[src/rtl/stage_2_decode.sv]
// ---------------------------------------------------------------------------
// stage_2_decode -- RV32I instruction-decode stage.
//
// Holds the 32 x XLEN integer register file, decodes the instruction held in
// if_id into control bits, register indices and a sign-extended immediate,
// and raises a combinational stall on a load-use hazard against the
// instruction in EX. All decoded fields are registered toward id_ex, so a
// decoded instruction appears on the outputs one clock after it is presented.
//
// Optional feature: define WB_BYPASS_EN to return wb_data for a register
// that is being written back in the same cycle it is read (write-before-read).
// Without it the old register contents are read and forwarding must cover it.
//
// Ports:
//   clk, rst           clock, asynchronous active-high reset
//   i_pc, i_instr      PC / instruction from if_id
//   i_valid            if_id holds a real instruction
//   flush              kill the instruction in decode (branch/jump taken)
//   ex_mem_read, ex_rd load-in-EX indication and its destination
//   wb_we, wb_rd,
//   wb_data            register-file write port
//   stall              combinational; hold fetch PC and if_id
//   pc, instr_out      registered PC / instruction (NOP_INSTR on a bubble)
//   rs1_val, rs2_val   registered operand values
//   imm                registered sign-extended immediate
//   rs1, rs2, rd       registered register indices
//   alu_op, alu_src    ALU operation, 1 = immediate as operand B
//   mem_read, mem_write, reg_write, branch, jump   control bits
//   valid, illegal     registered valid / illegal-instruction flags
// ---------------------------------------------------------------------------
module stage_2_decode #(
  parameter int          XLEN      = 32,
  parameter int          NUM_REGS  = 32,
  parameter logic [31:0] NOP_INSTR = 32'h00000013
) (
  input  logic            clk,
  input  logic            rst,
  input  logic [31:0]     i_pc,
  input  logic [31:0]     i_instr,
  input  logic            i_valid,
  input  logic            flush,
  input  logic            ex_mem_read,
  input  logic [4:0]      ex_rd,
  input  logic            wb_we,
  input  logic [4:0]      wb_rd,
  input  logic [XLEN-1:0] wb_data,
  output logic            stall,
  output logic [31:0]     pc,
  output logic [31:0]     instr_out,
  output logic [XLEN-1:0] rs1_val,
  output logic [XLEN-1:0] rs2_val,
  output logic [XLEN-1:0] imm,
  output logic [4:0]      rs1,
  output logic [4:0]      rs2,
  output logic [4:0]      rd,
  output logic [3:0]      alu_op,
  output logic            alu_src,
  output logic            mem_read,
  output logic            mem_write,
  output logic            reg_write,
  output logic            branch,
  output logic            jump,
  output logic            valid,
  output logic            illegal
);

  localparam logic [6:0] OP_LUI    = 7'b0110111;
  localparam logic [6:0] OP_AUIPC  = 7'b0010111;
  localparam logic [6:0] OP_JAL    = 7'b1101111;
  localparam logic [6:0] OP_JALR   = 7'b1100111;
  localparam logic [6:0] OP_BRANCH = 7'b1100011;
  localparam logic [6:0] OP_LOAD   = 7'b0000011;
  localparam logic [6:0] OP_STORE  = 7'b0100011;
  localparam logic [6:0] OP_IMM    = 7'b0010011;
  localparam logic [6:0] OP_REG    = 7'b0110011;
  localparam logic [6:0] OP_FENCE  = 7'b0001111;
  localparam logic [6:0] OP_SYSTEM = 7'b1110011;

  localparam logic [3:0] ALU_ADD    = 4'd0;
  localparam logic [3:0] ALU_SUB    = 4'd1;
  localparam logic [3:0] ALU_SLL    = 4'd2;
  localparam logic [3:0] ALU_SLT    = 4'd3;
  localparam logic [3:0] ALU_SLTU   = 4'd4;
  localparam logic [3:0] ALU_XOR    = 4'd5;
  localparam logic [3:0] ALU_SRL    = 4'd6;
  localparam logic [3:0] ALU_SRA    = 4'd7;
  localparam logic [3:0] ALU_OR     = 4'd8;
  localparam logic [3:0] ALU_AND    = 4'd9;
  localparam logic [3:0] ALU_PASS_B = 4'd10;

  // Instruction fields
  logic [6:0] opcode;
  logic [2:0] funct3;
  logic [6:0] funct7;
  logic [4:0] rs1_idx;
  logic [4:0] rs2_idx;
  logic [4:0] rd_idx;

  assign opcode  = i_instr[6:0];
  assign funct3  = i_instr[14:12];
  assign funct7  = i_instr[31:25];
  assign rs1_idx = i_instr[19:15];
  assign rs2_idx = i_instr[24:20];
  assign rd_idx  = i_instr[11:7];

  // -------------------------------------------------------------------------
  // Register file. Entry 0 is a flop that is never written, so it reads 0
  // without a special case in the read path.
  // -------------------------------------------------------------------------
  logic [XLEN-1:0] regs [NUM_REGS];

  for (genvar gi = 0; gi < NUM_REGS; gi++) begin : g_reg
    always_ff @(posedge clk or posedge rst) begin
      if (rst) begin
        regs[gi] <= '0;
      end else if (wb_we && (wb_rd == 5'(gi)) && (gi != 0)) begin
        regs[gi] <= wb_data;
      end
    end
  end

  logic [XLEN-1:0] rs1_data;
  logic [XLEN-1:0] rs2_data;

  always_comb begin
    rs1_data = regs[rs1_idx];
    rs2_data = regs[rs2_idx];
`ifdef WB_BYPASS_EN
    if (wb_we && (wb_rd != 5'd0) && (wb_rd == rs1_idx)) rs1_data = wb_data;
    if (wb_we && (wb_rd != 5'd0) && (wb_rd == rs2_idx)) rs2_data = wb_data;
`endif
  end

  // -------------------------------------------------------------------------
  // Immediate formats, all sign-extended from instruction bit 31.
  // -------------------------------------------------------------------------
  logic [31:0] imm_i, imm_s, imm_b, imm_u, imm_j;

  assign imm_i = {{20{i_instr[31]}}, i_instr[31:20]};
  assign imm_s = {{20{i_instr[31]}}, i_instr[31:25], i_instr[11:7]};
  assign imm_b = {{19{i_instr[31]}}, i_instr[31], i_instr[7], i_instr[30:25],
                  i_instr[11:8], 1'b0};
  assign imm_u = {i_instr[31:12], 12'h000};
  assign imm_j = {{11{i_instr[31]}}, i_instr[31], i_instr[19:12], i_instr[20],
                  i_instr[30:21], 1'b0};

  // ALU op shared by OP and OP-IMM; alt selects SUB/SRA.
  function automatic logic [3:0] alu_from_f3(input logic [2:0] f3, input logic alt);
    logic [3:0] op;
    case (f3)
      3'b000:  op = alt ? ALU_SUB : ALU_ADD;
      3'b001:  op = ALU_SLL;
      3'b010:  op = ALU_SLT;
      3'b011:  op = ALU_SLTU;
      3'b100:  op = ALU_XOR;
      3'b101:  op = alt ? ALU_SRA : ALU_SRL;
      3'b110:  op = ALU_OR;
      default: op = ALU_AND;
    endcase
    return op;
  endfunction

  // -------------------------------------------------------------------------
  // Decode
  // -------------------------------------------------------------------------
  logic [31:0] d_imm;
  logic [3:0]  d_alu;
  logic        d_src, d_mr, d_mw, d_rw, d_br, d_jp, d_legal;
  logic        rs1_used, rs2_used;

  always_comb begin
    d_imm    = '0;
    d_alu    = ALU_ADD;
    d_src    = 1'b0;
    d_mr     = 1'b0;
    d_mw     = 1'b0;
    d_rw     = 1'b0;
    d_br     = 1'b0;
    d_jp     = 1'b0;
    d_legal  = 1'b0;
    rs1_used = 1'b1;
    rs2_used = 1'b0;
    case (opcode)
      OP_LUI: begin
        d_imm = imm_u; d_alu = ALU_PASS_B; d_src = 1'b1; d_rw = 1'b1;
        d_legal = 1'b1; rs1_used = 1'b0;
      end
      OP_AUIPC: begin
        d_imm = imm_u; d_src = 1'b1; d_rw = 1'b1;
        d_legal = 1'b1; rs1_used = 1'b0;
      end
      OP_JAL: begin
        d_imm = imm_j; d_alu = ALU_PASS_B; d_src = 1'b1; d_rw = 1'b1; d_jp = 1'b1;
        d_legal = 1'b1; rs1_used = 1'b0;
      end
      OP_JALR: begin
        d_imm = imm_i; d_alu = ALU_PASS_B; d_src = 1'b1; d_rw = 1'b1; d_jp = 1'b1;
        d_legal = (funct3 == 3'b000);
      end
      OP_BRANCH: begin
        d_imm = imm_b; d_br = 1'b1; rs2_used = 1'b1;
        d_legal = (funct3 != 3'b010) && (funct3 != 3'b011);
        // beq/bne compare by subtraction, blt/bge and bltu/bgeu by set-less-than
        case (funct3[2:1])
          2'b10:   d_alu = ALU_SLT;
          2'b11:   d_alu = ALU_SLTU;
          default: d_alu = ALU_SUB;
        endcase
      end
      OP_LOAD: begin
        d_imm = imm_i; d_src = 1'b1; d_mr = 1'b1; d_rw = 1'b1;
        d_legal = funct3 inside {3'b000, 3'b001, 3'b010, 3'b100, 3'b101};
      end
      OP_STORE: begin
        d_imm = imm_s; d_src = 1'b1; d_mw = 1'b1; rs2_used = 1'b1;
        d_legal = funct3 inside {3'b000, 3'b001, 3'b010};
      end
      OP_IMM: begin
        d_imm = imm_i; d_src = 1'b1; d_rw = 1'b1;
        // Only the shift-right immediate uses funct7 to pick SRA.
        d_alu = alu_from_f3(funct3, (funct3 == 3'b101) && funct7[5]);
        case (funct3)
          3'b001:  d_legal = (funct7 == 7'b0000000);
          3'b101:  d_legal = (funct7 == 7'b0000000) || (funct7 == 7'b0100000);
          default: d_legal = 1'b1;
        endcase
      end
      OP_REG: begin
        d_rw = 1'b1; rs2_used = 1'b1;
        d_alu = alu_from_f3(funct3, funct7[5]);
        d_legal = (funct7 == 7'b0000000) ||
                  ((funct7 == 7'b0100000) && ((funct3 == 3'b000) || (funct3 == 3'b101)));
      end
      OP_FENCE: begin
        d_imm = imm_i;
        d_legal = (funct3 == 3'b000);
      end
      OP_SYSTEM: begin
        // Only ECALL (all zero above the opcode) and EBREAK are accepted.
        d_imm = imm_i;
        d_legal = (i_instr[31:7] == 25'h0000000) || (i_instr[31:7] == 25'h0002000);
      end
      default: begin
        d_legal = 1'b0;
      end
    endcase
  end

  // -------------------------------------------------------------------------
  // Load-use hazard. Forced low while in reset so fetch is released at once.
  // -------------------------------------------------------------------------
  assign stall = ~rst & i_valid & ex_mem_read & (ex_rd != 5'd0) &
                 (((ex_rd == rs1_idx) & rs1_used) | ((ex_rd == rs2_idx) & rs2_used)) &
                 ~flush;

  // -------------------------------------------------------------------------
  // id_ex-facing output register
  // -------------------------------------------------------------------------
  always_ff @(posedge clk or posedge rst) begin
    if (rst) begin
      pc <= '0; instr_out <= NOP_INSTR; rs1_val <= '0; rs2_val <= '0; imm <= '0;
      rs1 <= '0; rs2 <= '0; rd <= '0; alu_op <= ALU_ADD; alu_src <= 1'b0;
      mem_read <= 1'b0; mem_write <= 1'b0; reg_write <= 1'b0;
      branch <= 1'b0; jump <= 1'b0; valid <= 1'b0; illegal <= 1'b0;
    end else if (flush || stall || !i_valid) begin
      pc <= '0; instr_out <= NOP_INSTR; rs1_val <= '0; rs2_val <= '0; imm <= '0;
      rs1 <= '0; rs2 <= '0; rd <= '0; alu_op <= ALU_ADD; alu_src <= 1'b0;
      mem_read <= 1'b0; mem_write <= 1'b0; reg_write <= 1'b0;
      branch <= 1'b0; jump <= 1'b0; valid <= 1'b0; illegal <= 1'b0;
    end else begin
      pc        <= i_pc;
      instr_out <= i_instr;
      rs1_val   <= rs1_data;
      rs2_val   <= rs2_data;
      imm       <= d_imm;
      rs1       <= rs1_idx;
      rs2       <= rs2_idx;
      rd        <= rd_idx;
      valid     <= 1'b1;
      illegal   <= ~d_legal;
      // An illegal instruction travels on with every control bit cleared.
      alu_op    <= d_legal ? d_alu : ALU_ADD;
      alu_src   <= d_legal & d_src;
      mem_read  <= d_legal & d_mr;
      mem_write <= d_legal & d_mw;
      reg_write <= d_legal & d_rw;
      branch    <= d_legal & d_br;
      jump      <= d_legal & d_jp;
    end
  end

endmodule

[config.mk]
export PLATFORM = sky130hd
export DESIGN_NAME = stage_2_decode
export DESIGN_NICKNAME = d
export VERILOG_FILES = /design/src/rtl/stage_2_decode.sv
export SDC_FILE = /design/constraint.sdc
export NUM_CORES = 2
export LEC_CHECK = 0
export CORE_UTILIZATION = 55
export CTS_CLUSTER_DIAMETER = 150
export DETAILED_ROUTE_END_ITERATION = 10
export PLACE_DENSITY_LB_ADDON = 0.3
export SLEW_MARGIN = 20
export SYNTH_ARGS = -nofsm -noshare
export SYNTH_HDL_FRONTEND = slang
export SYNTH_SLANG_ARGS = --single-unit
[constraint.sdc]
create_clock -name clk -period 35.9 [get_ports clk]
set_clock_uncertainty 0.15 [all_clocks]
set_input_delay 3.59 -clock clk [delete_from_list [all_inputs] [get_ports clk]]
set_output_delay 3.59 -clock clk [all_outputs]
set_load 0.02 [all_outputs]
* Yosys cells after proc, flatten, opt, wreduce, memory -nomap -nowiden
Index checks and enable logic that the tools add are counted.
** Storage, ports and cells
- Flip-flop bits (word level) :: 1179
- Logic and storage cells :: 224
- Input port bits :: 112
- Output and inout port bits :: 188
** Operators by class
- Order comparisons :: 2
- Equality and inequality tests :: 56
- Reduce and logical (&&, ||, !) cells :: 56
- Multiplexer cells :: 43
- Bitwise gates (word level) :: 19
** Operators with widths (number)
- 32-bit binary-select mux with 5-bit select :: 2
- 32-bit 2-to-1 mux :: 9
- 32-bit one-hot mux with 5 select lines :: 1
- 5-bit == test (second input constant) :: 16
- 4-bit one-hot mux with 7 select lines :: 2
- 5-bit by 4-bit == test with 1-bit output (second input constant) :: 8
- 1-bit logical AND :: 34
- 7-bit by 6-bit == test with 1-bit output (second input constant) :: 4
- 7-bit == test (second input constant) :: 4
- 25-bit by 14-bit == test with 1-bit output (second input constant) :: 1
- 25-bit logical NOT :: 1
- 5-bit by 3-bit == test with 1-bit output (second input constant) :: 4
- 1-bit 2-to-1 mux :: 20
- 4-bit one-hot mux with 4 select lines :: 1
- 5-bit 2-to-1 mux :: 3
- 7-bit by 5-bit == test with 1-bit output (second input constant) :: 2
- 7-bit OR reduction :: 2
- 1-bit AND :: 13
- 6-bit >= comparator (second input constant) :: 2
- 5-bit inverter with 6-bit output :: 2
- 5-bit by 2-bit == test with 1-bit output (second input constant) :: 2
- 5-bit == test :: 2
- 5-bit nonzero test :: 2
- 3-bit == test (second input constant) :: 3
- 21 further kinds :: 36

* Logic depth before layout (Yosys ltp)
- Word-level depth :: 10
- Depth in mapped cells :: 10
- Mapped depth without buffers :: 6

* Worst setup path before layout
No wires, ideal clock.
- Path type :: input port to output port
- Start point :: input port rst
- End point :: output port stall
- Slack :: 1284 ps
- Data required time :: 32160 ps
- Stages :: 4
- Buffers on the path :: 0
- Arrival time :: 30876 ps
- Cell sequence :: inv_1 > o2111ai_1 > or4_1 > a21oi_1
** On the way
- Word-level cells in the longest chain between the ends :: 6
** RTL lines
- start: declaration :: line 37 : input logic rst,
- 1-bit inverter :: line 252 : assign stall = ~rst & i_valid & ex_mem_read & (ex_rd != 5'd0) &
- 1-bit AND (4 in series) :: line 252
- 1-bit AND :: line 253 : (((ex_rd == rs1_idx) & rs1_used) | ((ex_rd == rs2_idx) & rs2_used)) &
- end: declaration :: line 47 : output logic stall,
No other way between the ends.

* Final worst setup path
- Start point :: input port i_instr[6]
- End point :: output port stall
** On the way
- Word-level cells in the longest chain between the ends :: 7
- Elaborated cells on any way between the ends :: 15
- Classes of those cells :: eq/ne: 6; mux: 2; bitwise: 5; reduce/logical: 2
** RTL lines
- start: declaration :: line 39 : input logic [31:0] i_instr,
- 7-bit == test, or another cell as far along :: line 183 : case (opcode)
- 3-bit OR reduction (no line)
- 1-bit 2-to-1 mux :: line 183
- 1-bit AND :: line 253
- 1-bit OR * :: line 253
- 1-bit AND * :: line 252
- 1-bit AND * :: line 253
Mark *: on every way between the ends. The rest lies on a longest branch, timed or not.

==> results.yml <==
run_status:
  status: "finished, final reports clean"
yosys:
  synthCells: 3987
  syn-cell-area_mm2: 0.0592
  synth_top_area_share_pct: 49.1
  synth_area_leaders: "dfrtp_1 (49%), mux2_2 (20%), mux4_2 (17%), mux2i_1 (2.2%), clkbuf_1 (1.6%)"
  synth-main-ff-cell: "dfrtp_1"
  yosysSeqAreaShare_pct: 49.2
  yosys_register_bits: 1164
  async_reset_ff_share_pct: 100
  synth.net_count: 4099
  synth_cell_types: 65
  synth_top_area_cell: "dfrtp_1"
  yosysWarnings: 32
  synth_edf_count: 0
  syn_area_per_cell_um2: 14.8
cts:
  hold_buffers: 0
  insertion_delay_ps: 730
  clock_sinks: 1164
  path_clk_slew_ps: 60
  post_cts_buffers: 0
  cts_buffers: 119
  cts_buffer_depth: 3
  tritoncts: "yes"
  cts.repair.resized: 0
  clockRootBuffer: "clkbuf_16"
  htreeDepth: 3
run:
  max-cap-violations: 0
setup_path:
  end_kind: "primary output"
  cpMostUsedCell: "clkdlybuf4s50_1"
  crit_required_ps: 32160
  cp_max_fo: 23
  cp_slowest_stage_delay_ps: 810
  crit_chain: "clkdlybuf4s50_1 > nand4_1 > o2bb2ai_2 > or4_1 > a21oi_1 > clkdlybuf4s50_1"
  worst_path_dominant_cell_family: "buffers and inverters"
  arrival_ps: 6540
  worstSetupPathType: "in2out"
  worst_setup_path_start_kind: "input pin"
  cp_slowest_cell: "clkdlybuf4s50_1"
  cp_num_buf_inv: 2
final_layout:
  seqCellArea_mm2: 0.0291
  multiInputGateArea_mm2: 0.0284
  nets: 4179
  drive_gt1_share_pct: 45.6
  n_fill_cell: 7696
  area_growth_pct: 13.5
  final_util_pct: 63.4
route:
  dr.pass1.iters: 5
  route.top_layer_used: "met5"
  vias_per_cell: 6.96
  vias: 38700
  drt_iter0_markers: 4173
  drt-total-wl_um: 177000
  drt-met1-wl_um: 72200
  postRouteAntennaNets: 0
  met2WireLength_um: 81300
  drc: 0
  drt-wirelength-per-cell_um: 31.9
  wl_met3_um: 17100
global_routing:
  overflow: 0
  grt_pass1_vias: 39600
  grt_pass1_wl_um: 265000
  grt_max_degree: 174
  antenna_found_initial: 6
  grtUsageTotal_pct: 33.0
die:
  top_level_ports: 300
  die_x_um: 330
  dieArea_mm2: 0.109
  core_mm2: 0.106
  initial_core_util_pct: 55.8
  row_count: 119
  die_y_um: 330
sta:
  maxSlewViolCount: 0
  finalCriticalPeriod_ps: 10280
  finalSetupViolCount: 0
  fmax_mhz: 97.3
  relSlewSlack_pct: 19.6
  fin_setup_tns_ps: 0
  hold-worst-slack_ps: 362
  worst_pin_slew_ps: 1210
  finalHoldViolCount: 0
  fin_crit_sh_pct: 28.6
  rsz0062_at_grt: "no"
place:
  dp_hpwl_um: 103000
  numPortBuffers: 299
  gp_congestion: 0.885
worst_hold_path:
  hold_class: "reg2reg"
pwr:
  power.total_w: 0.00372
  p_per_area_mw_per_mm2: 55.4
  p_leak_nw: 28.9
  peakVddDrop_v: 0.0000415
cells by family after synthesis:
family | Yosys count | share of synthesized area (%)
flops | 1164 | 49.2
simple gates | 420 | 3.50
buf+inv | 440 | 3.13
compound gates | 282 | 3.79
xor+xnor | 11 | 0.163
mux | 1670 | 40.2
sequential cells by signal, indices dropped and copies added, names as in the netlist, 4 cells and up:
name and cells:
instr_out 20, rd 4, alu_op 4, regs 992, pc 32, rs1 4, imm 32, rs1_val 32
rs2_val 32, rs2 4
layout by cell type, fill, tap and decap left out, drive strengths merged, types with 10 or more instances in the layout:
| cell | count |
|---|---|
| a2111oi | 48 |
| a211oi | 32 |
| a21oi | 15 |
| a221oi | 73 |
| a22oi | 15 |
| and2 | 64 |
| and3 | 13 |
| buf | 107 |
| bufinv | 13 |
| clkbuf | 170 |
| clkdlybuf4s50 | 283 |
| clkinv | 24 |
| dfrtp | 1161 |
| inv | 10 |
| mux2 | 1082 |
| mux2i | 132 |
| mux4 | 456 |
| nand2 | 54 |
| nand2b | 21 |
| nand3 | 15 |
| nor2 | 169 |
| nor2b | 23 |
| nor3 | 24 |
| o21ai | 17 |
| o22ai | 40 |
| xnor2 | 11 |
final cells by class:
type | instances | share of cell area (%)
repair buffers | 391 | 5.55
diodes | 6 | 0.0224
flip-flops and latches | 1164 | 43.4
clock buffers | 169 | 5.19
well taps | 1391 | 2.59
clock inverters | 48 | 0.982
multi-input cells | 2383 | 42.2
inverters | 8 | 0.0503
layer usage:
layer / up-vias / global-route usage [%]
li1: 15400 / -
met1: 20800 / 46.7
met2: 2134 / 50.2
met3: 402 / 7.51
met4: 2 / 12.7
met5: - / 0
path summary, 6_finish.rpt:
kind | slack, ps | start | cells past startpoint | to
max in group asynchronous | 28270 | rst | 7 | regs[908]
worst min-delay path | 360 | regs[612] | 1 | regs[612]
worst max register to register | 33490 | regs[690] | 5 | rs2_val[18]
worst min register to register | 360 | regs[612] | 1 | regs[612]
min in group asynchronous | 3100 | rst | 2 | regs[181]
worst max-delay path | 25620 | i_instr[6] | 6 | stall
power by group:
group | total [W] | internal (W) | switching (W)
clock | 0.00130 | 0.000768 | 0.000537
combinational | 0.000706 | 0.000424 | 0.000281
sequential | 0.00171 | 0.00154 | 0.000168
total | 0.00372 | 0.00273 | 0.000987
worst reg2reg max path, delay by kind of cell, from the launching register on:
kind	cells	cell delay [ps]
compound gates	2	950
flops	1	400
mux	2	640
simple gates	1	100
Yosys cell counts (21+ instances only):
cell type and instances:
dfrtp_1 1161, mux2_2 1075, mux4_2 456, clkbuf_1 252
nor2_1 169, mux2i_1 132, buf_2 84, a221oi_1 73
buf_1 70, and2_1 64, nand2_1 54, a2111oi_0 47
o22ai_1 39, a211oi_1 32, buf_4 25, nor2b_1 23
nor3_1 23, nand2b_1 21
through the flow:
step,worst slack (ps),cells,cell area [um2]
4_1_cts,25670,5554,67200
3_5_place_dp,25690,5337,63000
5_1_grt,25520,5556,67200
6_report,25620,5560,67200
2_1_floorplan,10050,3987,59200
3_3_place_gp,25710,5337,63000
No activity file was read; power rests on OpenSTA's default activity.
